$ cat config.mk
export PLATFORM = sky130hd
export DESIGN_NAME = disparity_pixel_filter_flat
export DESIGN_NICKNAME = d
export VERILOG_FILES = /design/src/rtl/disparity_pixel_filter_pkg.sv /design/src/rtl/disparity_pixel_filter_if.sv /design/src/rtl/bit_popcount.sv /design/src/rtl/disparity_pixel_filter.sv /design/src/flat_wrapper.sv
export SDC_FILE = /design/constraint.sdc
export NUM_CORES = 1
export LEC_CHECK = 0
export ABC_AREA = 1
export BUFFER_PORTS_ARGS = -buffer_cell sky130_fd_sc_hd__buf_2
export CAP_MARGIN = 0
export CORE_MARGIN = 10
export CORE_UTILIZATION = 44
export CTS_BUF_LIST = sky130_fd_sc_hd__clkbuf_16
export DETAILED_ROUTE_END_ITERATION = 16
export GPL_TIMING_DRIVEN = 0
export PLACE_DENSITY = 0.63
export SYNTH_ARGS = -nofsm -noshare
export SYNTH_HDL_FRONTEND = slang
export SYNTH_HIERARCHICAL = 1
export SYNTH_SLANG_ARGS = --single-unit
$ cat constraint.sdc
create_clock -name clk -period 2.7 [get_ports clk]
set_input_delay 0.27 -clock clk [delete_from_list [all_inputs] [get_ports clk]]
set_output_delay 0.27 -clock clk [all_outputs]
set_load 0.02 [all_outputs]
$ cat src/rtl/disparity_pixel_filter_pkg.sv
// Shared constants, derived widths and the output pixel record for the disparity filter.
// Downstream consumers import disp_pix_t from here.
package disp_filter_pkg;

   localparam int unsigned DECIMATE   = 2;
   localparam int unsigned OUT_W      = 120;
   localparam int unsigned OUT_H      = 24;
   localparam int unsigned DISP_BITS  = 5;
   localparam int unsigned XOR_THRESH = 1;
   localparam int unsigned MAX_FILL   = 4;

   localparam int unsigned COL_W  = $clog2(OUT_W);
   localparam int unsigned ROW_W  = $clog2(OUT_H);
   localparam int unsigned ACC_W  = $clog2(DECIMATE * DECIMATE + 1);
   localparam int unsigned PC_W   = $clog2(DECIMATE + 1);
   localparam int unsigned BEAT_W = (DECIMATE > 1) ? $clog2(DECIMATE) : 1;
   localparam int unsigned HOLE_W = $clog2(MAX_FILL + 1);

   typedef struct packed {
      logic [7:0] disp;
      logic       ok;
      logic       filled;
      logic       sof;
      logic       eol;
   } disp_pix_t;

endpackage

$ cat src/rtl/disparity_pixel_filter_if.sv
// Pixel-in / disparity-out stream bundle. master is the upstream/stimulus side,
// slave is the filter itself.
interface disparity_pixel_filter_if;
   import disp_filter_pkg::*;

   logic [DECIMATE-1:0] pix_data;
   logic                pix_valid;
   logic [7:0]          conf_in;
   logic [7:0]          disp_in;
   logic [7:0]          conf_thresh;

   logic [7:0]          out_disp;
   logic                out_ok;
   logic                out_filled;
   logic                out_valid;
   logic                out_sof;
   logic                out_eol;

   modport master (
      output pix_data, pix_valid, conf_in, disp_in, conf_thresh,
      input  out_disp, out_ok, out_filled, out_valid, out_sof, out_eol
   );

   modport slave (
      input  pix_data, pix_valid, conf_in, disp_in, conf_thresh,
      output out_disp, out_ok, out_filled, out_valid, out_sof, out_eol
   );

endinterface

$ cat src/rtl/bit_popcount.sv
// Combinational population count of an N-bit vector.
module bit_popcount #(
   parameter  int unsigned N  = 2,
   localparam int unsigned CW = $clog2(N + 1)
) (
   input  logic [N-1:0]  bits,
   output logic [CW-1:0] count
);

   always_comb begin
      count = '0;
      for (int i = 0; i < int'(N); i++) begin
         count = count + CW'(bits[i]);
      end
   end

endmodule

$ cat src/rtl/disparity_pixel_filter.sv
// Groups DECIMATE mask beats into one pixel, qualifies its disparity on mismatch count and
// confidence, fills short in-row holes with the last good value, and emits a raster stream.
module disparity_pixel_filter
   import disp_filter_pkg::*;
(
   input  logic                     clk,
   input  logic                     reset,
   disparity_pixel_filter_if.slave  bus
);

   logic [PC_W-1:0] beat_pop;

   bit_popcount #(
      .N (DECIMATE)
   ) u_popcount (
      .bits  (bus.pix_data),
      .count (beat_pop)
   );

   logic [BEAT_W-1:0]    beat_cnt;
   logic [ACC_W-1:0]     acc;
   logic [7:0]           conf_q;
   logic [7:0]           thresh_q;
   logic [DISP_BITS-1:0] disp_q;
   logic [COL_W-1:0]     col;
   logic [ROW_W-1:0]     row;
   logic [HOLE_W-1:0]    hole_len;
   logic [DISP_BITS-1:0] last_good;
   logic                 last_good_vld;
   disp_pix_t            out_q;
   logic                 out_valid_q;

   logic                 first_beat;
   logic                 last_beat;
   logic [7:0]           grp_conf;
   logic [7:0]           grp_thresh;
   logic [DISP_BITS-1:0] grp_disp;
   logic [ACC_W-1:0]     total;
   logic                 pix_ok;
   logic                 fillable;
   disp_pix_t            pix_d;

   logic unused_disp;
   assign unused_disp = ^bus.disp_in[7:DISP_BITS];

   // On beat 0 the group fields come straight from the inputs, so DECIMATE=1 also works.
   always_comb begin
      first_beat = (beat_cnt == '0);
      last_beat  = (beat_cnt == BEAT_W'(DECIMATE - 1));
      grp_conf   = first_beat ? bus.conf_in                  : conf_q;
      grp_thresh = first_beat ? bus.conf_thresh              : thresh_q;
      grp_disp   = first_beat ? bus.disp_in[DISP_BITS-1:0]   : disp_q;
      total      = (first_beat ? '0 : acc) + ACC_W'(beat_pop);
      pix_ok     = (32'(total) <= XOR_THRESH) && (grp_conf >= grp_thresh);
      fillable   = last_good_vld && (hole_len < HOLE_W'(MAX_FILL));

      pix_d.sof    = (row == '0) && (col == '0);
      pix_d.eol    = (col == COL_W'(OUT_W - 1));
      pix_d.ok     = pix_ok;
      pix_d.filled = !pix_ok && fillable;
      if (pix_ok) begin
         pix_d.disp = 8'(grp_disp);
      end else if (fillable) begin
         pix_d.disp = 8'(last_good);
      end else begin
         pix_d.disp = '0;
      end
   end

   always_ff @(posedge clk) begin
      if (reset) begin
         beat_cnt      <= '0;
         acc           <= '0;
         conf_q        <= '0;
         thresh_q      <= '0;
         disp_q        <= '0;
         col           <= '0;
         row           <= '0;
         hole_len      <= '0;
         last_good     <= '0;
         last_good_vld <= 1'b0;
         out_q         <= '0;
         out_valid_q   <= 1'b0;
      end else begin
         out_valid_q <= 1'b0;
         if (bus.pix_valid) begin
            if (first_beat) begin
               conf_q   <= bus.conf_in;
               thresh_q <= bus.conf_thresh;
               disp_q   <= bus.disp_in[DISP_BITS-1:0];
            end
            acc <= total;
            if (last_beat) begin
               beat_cnt    <= '0;
               out_valid_q <= 1'b1;
               out_q       <= pix_d;
               // Fill history never survives a row boundary.
               if (pix_d.eol) begin
                  last_good_vld <= 1'b0;
                  hole_len      <= '0;
               end else if (pix_ok) begin
                  last_good     <= grp_disp;
                  last_good_vld <= 1'b1;
                  hole_len      <= '0;
               end else if (hole_len < HOLE_W'(MAX_FILL)) begin
                  hole_len <= hole_len + HOLE_W'(1);
               end

               if (pix_d.eol) begin
                  col <= '0;
                  row <= (row == ROW_W'(OUT_H - 1)) ? '0 : row + ROW_W'(1);
               end else begin
                  col <= col + COL_W'(1);
               end
            end else begin
               beat_cnt <= beat_cnt + BEAT_W'(1);
            end
         end
      end
   end

   assign bus.out_disp   = out_q.disp;
   assign bus.out_ok     = out_q.ok;
   assign bus.out_filled = out_q.filled;
   assign bus.out_sof    = out_q.sof;
   assign bus.out_eol    = out_q.eol;
   assign bus.out_valid  = out_valid_q;

endmodule
$ cat src/flat_wrapper.sv
// flat-port wrapper written by rule: the top's interface ports become plain ports
module disparity_pixel_filter_flat import disp_filter_pkg::*;
  (clk, reset, bus_pix_data, bus_pix_valid, bus_conf_in, bus_disp_in, bus_conf_thresh, bus_out_disp, bus_out_ok, bus_out_filled, bus_out_valid, bus_out_sof, bus_out_eol);
  disparity_pixel_filter_if bus_i ();
  input  logic clk;
  input  logic reset;
  input wire logic [$bits(bus_i.pix_data)-1:0] bus_pix_data;
  input wire logic [$bits(bus_i.pix_valid)-1:0] bus_pix_valid;
  input wire logic [$bits(bus_i.conf_in)-1:0] bus_conf_in;
  input wire logic [$bits(bus_i.disp_in)-1:0] bus_disp_in;
  input wire logic [$bits(bus_i.conf_thresh)-1:0] bus_conf_thresh;
  output wire logic [$bits(bus_i.out_disp)-1:0] bus_out_disp;
  output wire logic [$bits(bus_i.out_ok)-1:0] bus_out_ok;
  output wire logic [$bits(bus_i.out_filled)-1:0] bus_out_filled;
  output wire logic [$bits(bus_i.out_valid)-1:0] bus_out_valid;
  output wire logic [$bits(bus_i.out_sof)-1:0] bus_out_sof;
  output wire logic [$bits(bus_i.out_eol)-1:0] bus_out_eol;
  assign bus_i.pix_data = bus_pix_data;
  assign bus_i.pix_valid = bus_pix_valid;
  assign bus_i.conf_in = bus_conf_in;
  assign bus_i.disp_in = bus_disp_in;
  assign bus_i.conf_thresh = bus_conf_thresh;
  assign bus_out_disp = bus_i.out_disp;
  assign bus_out_ok = bus_i.out_ok;
  assign bus_out_filled = bus_i.out_filled;
  assign bus_out_valid = bus_i.out_valid;
  assign bus_out_sof = bus_i.out_sof;
  assign bus_out_eol = bus_i.out_eol;
  disparity_pixel_filter u_core (.clk(clk), .reset(reset), .bus(bus_i));
endmodule
Word level (Yosys, flattened, before mapping). Index checks and enable logic that the tools add are counted.

Add/subtract/negate cells: 6. Order comparisons: 3. Eq/ne operators: 2. Multiplexer cells: 14. Bitwise operators: 3. Reductions and logical operators: 16.

Operator list (number): $mux 8 (2); $mux 5 (3); $mux 3 (4); $reduce_and 3->1 (3); $ge 8x8->1 (1); $add 7x1->7 const B (1); $eq 7x7->1 const B (1); $logic_not 7->1 (1); $mux 7 (1); $add 5x1->5 const B (1); $eq 5x5->1 const B (1); $logic_not 5->1 (1); $logic_and 1x1->1 (4); $mux 1 (4); $reduce_and 2->1 (2); $reduce_and 4->1 (1); $add 3x1->3 const B (1); $add 3x2->3 (1); $le 3x1->1 const B (1); $lt 3x3->1 const B (1); $not 1->1 (3); $reduce_bool 3->1 (1); $add 1x1->2 (1); $reduce_bool 2->1 (1); other kinds (3) (3).

Bits in registers: 59. Input port bits: 29. Word-level logic and storage cells: 60.

Logic depth before layout (Yosys ltp).
Depth after elaboration: 6. Gate-level depth with buffers: 18. Depth with buffers taken out: 17.

Cells and area by module. The synthesis kept the hierarchy.

Modules (own cells, without submodules): disparity_pixel_filter (times used 1, cells an instance 373, area an instance 2721.4 µm², sequential area each 1121.1 µm²); bit_popcount (times used 1, cells an instance 1, area an instance 12.5 µm², sequential area each 0.0 µm²).

Least setup slack after synthesis. No wires, ideal clock.

Kind: reg-to-reg. Start point: register u_core.beat_cnt. End point: register u_core.out_q, in the netlist u_core/bus.out_disp[1]. Arrival time: 2.308 ns. Slack: 0.335 ns. Cell stages (with the launch flop): 16. Buffers on the path: 2. Period minus slack after synthesis: 2.365 ns. Cell sequence: dfxtp_1 buf_2 buf_2 nand2_1 inv_1 ha_1 inv_1 fa_1 xor2_2 nor2_4 nand2_4 nor2_8 nand2_1 nand3_1 nand2_1 inv_1.

Longest elaborated chain between the ends: 5. Elaborated cells on any way between the ends: 9. Classes of those cells: 1 x add/sub; 2 x order compare; 4 x mux; 2 x reduce/logical.

RTL lines: start: declaration (line disparity_pixel_filter.sv:20) `logic [BEAT_W-1:0] beat_cnt;`; start signal: assignment (line disparity_pixel_filter.sv:116) `beat_cnt <= beat_cnt + BEAT_W'(1);`; $mux 3 (line disparity_pixel_filter.sv:53) `total = (first_beat ? '0 : acc) + ACC_W'(beat_pop);`; $add 3x2->3 (line disparity_pixel_filter.sv:53); $le 3x1->1 (line disparity_pixel_filter.sv:54) `pix_ok = (32'(total) <= XOR_THRESH) && (grp_conf >= grp_thresh);`; $logic_and 1x1->1 (line disparity_pixel_filter.sv:54); $mux 5 (line disparity_pixel_filter.sv:61) `if (pix_ok) begin`; end signal: assignment (line disparity_pixel_filter.sv:96) `out_q <= pix_d;`; end: declaration (line disparity_pixel_filter.sv:30) `disp_pix_t out_q;`.

Parallel ways exist; a longest one is shown, timed or not. A chain may end at the register's enable or synchronous reset.

Worst setup path after layout. Ends and elaborated chain as after synthesis.

==> reports/metrics.cfg <==
[die]
die_w_um=98.8
dieArea_um2=9770
die_height_um=98.8
floorplan.rows=28
ios=42
core_area_um2=5990
floorplan.initialDensity=0.456

[synth]
netlist-cell-type-count=34
netlist_area_um2=2730
synth-seq-area-share=0.410
syn_area_per_cell_um2=7.31
yosys_warnings=6
yosys_register_bits=56
synth_cells=374

[final_layout]
post_route_cells_drive_above_1_share=0.141
antenna-diode-count=0
number_of_nets_at_the_end_of_the_flow=462
nFillCells=609
synthToLayoutAreaGrowth_pct=15.5
finalNonFillerCells=493
finalCoreUtilization=0.527

[global_routing]
pin_count_of_the_biggest_net_entering_global_routing=17
grt_pass1_vias=2385
antenna_violations_before_repair=0
global_route.overflow_total=0
global_route_usage_over_all_layers=0.131
grt_pass1_wl_um=10800

[route]
avgViaCountPerCell=4.95
vias=2439
ant_nets=0
postRouteWirelength_um=6280
remaining_drc_errors=0
drt_pre_antenna_iters=4
average_wire_per_standard_cell_um=12.7
detail_route.iter0.violations=126

[setup_path]
critical_path.startpoint=u_core/beat_cnt
timing.critical_path.required_ps=2940
cpMaxStageDelayCell=sky130_fd_sc_hd__fa_1
cp_max_fo=10
timing.reg2reg.setup_slack_ps=260
worst_setup_path_end_kind=flop
critical_register_to_register_path_startpoint=u_core/beat_cnt
critical_path_class=flop to flop
critPathMaxStageDelay_ps=410
cp.depth=15
setup.worst_path.start_class=flop
critical_path.cell_chain=buf_4, buf_6, nand2_1, inv_1, ha_1, inv_1, fa_1, xor2_2, nor2_4, nand2_4, nor2_8, nand2_1, nand3_1, nand2_1, inv_1
timing.critical_path.to=u_core/bus.out_disp[1]
worst-endpoint-arrival_ps=2680
path_buf_inv=5
path_delay_family=simple AND/OR/NAND/NOR gates
r2r-end=u_core/bus.out_disp[1]
timing.reg2reg.worst_path_depth=15

[clock_network]
clkSlewWorstSetupHoldPaths_ps=70
cts.repair.resized=1
clock_tree.root_cell=sky130_fd_sc_hd__clkbuf_16
max-clock-path-buffers=2
clock_latency_ps=290
cts.sink_count=56
cts-buffers-inserted=5
cts_tree=yes
cts.hold.buffers_added=0
post_cts_buffers=0
cts_htree_levels=2

[timing]
min_period_ps=2440
report.final.slew_viol_count=0
slew_at_the_pin_closest_to_its_max_slew_limit_ps=588
fin_setup_tns_ps=0
finClkSkew_ps=4.09
final_setup_violation_count=0
maximum_clock_frequency_mhz=410
timing.slew.headroom=0.608
final_hold_violation_count=0
final_min_period_over_clock_period=0.904
unrepaired_setup_endpoints_after_global_routing=false

[place]
place.detailed.hpwl_um=4850
dp.cells=485
portBuffers=34
gp_congestion=0.760

[job]
max-cap-violations=0

[power]
highest_ir_drop_seen_on_vdd_v=0.000385
p_leak_uw=0.00145
power-per-cell-area_nw_per_um2=560

[worst_hold_path]
worstHoldPathType=input port to flop

[run_status]
run_status=finished, final reports clean

==> logic make-up after synthesis <==
kind of cell	synth area share
AO/OA/AOI/OAI	0.103
XOR/XNOR	0.00916
adder cells (fa/ha/maj)	0.0760
buffers and inverters	0.0801
flip-flops	0.410
multiplexers	0.0293
other	0.00137
AND/OR/NAND/NOR	0.292
==> registers in the layout (all words and copies together) (netlist names), 5 cells and up <==
register,flops
u_core/row,5
u_core/bus.out_disp,5
u_core/thresh_q,8
u_core/last_good,5
u_core/conf_q,8
u_core/disp_q,5
u_core/col,7
==> how the worst min path moves through the flow <==
stage	startpoint	endpoint	slack, ps	cells past startpoint
final	bus_disp_in[1]	u_core/disp_q[1]	200	3
after global routing	bus_disp_in[3]	u_core/disp_q[3]	220	3
after CTS	bus_disp_in[1]	u_core/disp_q[1]	200	3
after detailed placement	u_core/bus.out_eol	u_core/bus.out_eol	440	2
after global placement	u_core/bus.out_eol	u_core/bus.out_eol	440	2
after floorplan	bus_disp_in[3]	u_core/disp_q[3]	400	2
==> power by group <==
group	switching (uW)	total [uW]	leakage (uW)	internal (uW)
sequential	20.6	883	0.000457	862
combinational	165	262	0.000922	97.1
clock	287	625	0.0000710	338
==> area by class of cell <==
cell class | count | area, um^2 | area share
Inverter | 39 | 150 | 0.0475
Buffer | 15 | 81.3 | 0.0258
Multi-Input combinational cell | 266 | 1400 | 0.444
Timing Repair Buffer | 34 | 170 | 0.0539
Sequential cell | 56 | 1120 | 0.355
Tap cell | 75 | 93.8 | 0.0297
Clock inverter | 3 | 13.8 | 0.00436
Clock buffer | 5 | 125 | 0.0396
==> stage by stage <==
stage	cell area (um^2)	power [uW]	setup slack (ps)	hold slack, ps
finish	3160	1770	258	199
global route	3160	1860	45.9	216
CTS	3150	1790	55.8	197
detailed placement	3010	1160	-38.9	444
global placement	3010	1150	1.33	436
floorplan	2740	1090	335	405
==> worst reg2reg max path, cell delays in order (launching register included) <==
cell,delay (ps)
sky130_fd_sc_hd__dfxtp_2,390
sky130_fd_sc_hd__buf_4,210
sky130_fd_sc_hd__buf_6,190
sky130_fd_sc_hd__nand2_1,60
sky130_fd_sc_hd__inv_1,50
sky130_fd_sc_hd__ha_1,120
sky130_fd_sc_hd__inv_1,40
sky130_fd_sc_hd__fa_1,410
sky130_fd_sc_hd__xor2_2,210
sky130_fd_sc_hd__nor2_4,150
sky130_fd_sc_hd__nand2_4,130
sky130_fd_sc_hd__nor2_8,160
sky130_fd_sc_hd__nand2_1,80
sky130_fd_sc_hd__nand3_1,80
sky130_fd_sc_hd__nand2_1,50
sky130_fd_sc_hd__inv_1,70
==> layer usage <==
| layer | up-vias | part of all wire | global-route usage |
|---|---|---|---|
| met4 | 0 | 0.0070 | 0.0331 |
| met5 | - | 0 | 0 |
| met1 | 1097 | 0.48 | 0.166 |
| met2 | 47 | 0.46 | 0.213 |
| li1 | 1290 | - | - |
| met3 | 5 | 0.059 | 0.0363 |
==> cell usage after synthesis, drive strengths merged <==
cell | number | area share
nand2 | 102 | 0.15
dfxtp | 56 | 0.41
nor2 | 49 | 0.077
inv | 38 | 0.052
a21oi | 25 | 0.046
o21ai | 21 | 0.038
nand3 | 18 | 0.033
ha | 15 | 0.069
nand4 | 9 | 0.021
clkbuf | 8 | 0.011
mux2i | 8 | 0.029
buf | 7 | 0.016
nor3 | 2 | 0.0037
nor3b | 2 | 0.0055
nor4 | 2 | 0.0046
o211ai | 2 | 0.0055
xor2 | 2 | 0.0092
a211oi | 1 | 0.0027
a31oi | 1 | 0.0023
clkinv | 1 | 0.0014
conb | 1 | 0.0014
fa | 1 | 0.0073
o21a | 1 | 0.0027
o22ai | 1 | 0.0023
o31ai | 1 | 0.0027
==> layout by cell type, fill, tap and decap left out, types with 4 or more instances in the layout <==
| cell | synthesis | final |
|---|---|---|
| sky130_fd_sc_hd__nand2_1 | 98 | 98 |
| sky130_fd_sc_hd__dfxtp_1 | 56 | 55 |
| sky130_fd_sc_hd__nor2_1 | 46 | 46 |
| sky130_fd_sc_hd__inv_1 | 37 | 37 |
| sky130_fd_sc_hd__buf_2 | 4 | 36 |
| sky130_fd_sc_hd__a21oi_1 | 25 | 25 |
| sky130_fd_sc_hd__o21ai_0 | 19 | 19 |
| sky130_fd_sc_hd__nand3_1 | 18 | 18 |
| sky130_fd_sc_hd__ha_1 | 15 | 15 |
| sky130_fd_sc_hd__nand4_1 | 9 | 9 |
| sky130_fd_sc_hd__mux2i_1 | 8 | 8 |
| sky130_fd_sc_hd__clkbuf_1 | 8 | 8 |
| sky130_fd_sc_hd__clkbuf_16 | 0 | 5 |
| sky130_fd_sc_hd__buf_4 | 3 | 4 |
Power figures use the tool's default switching activity.
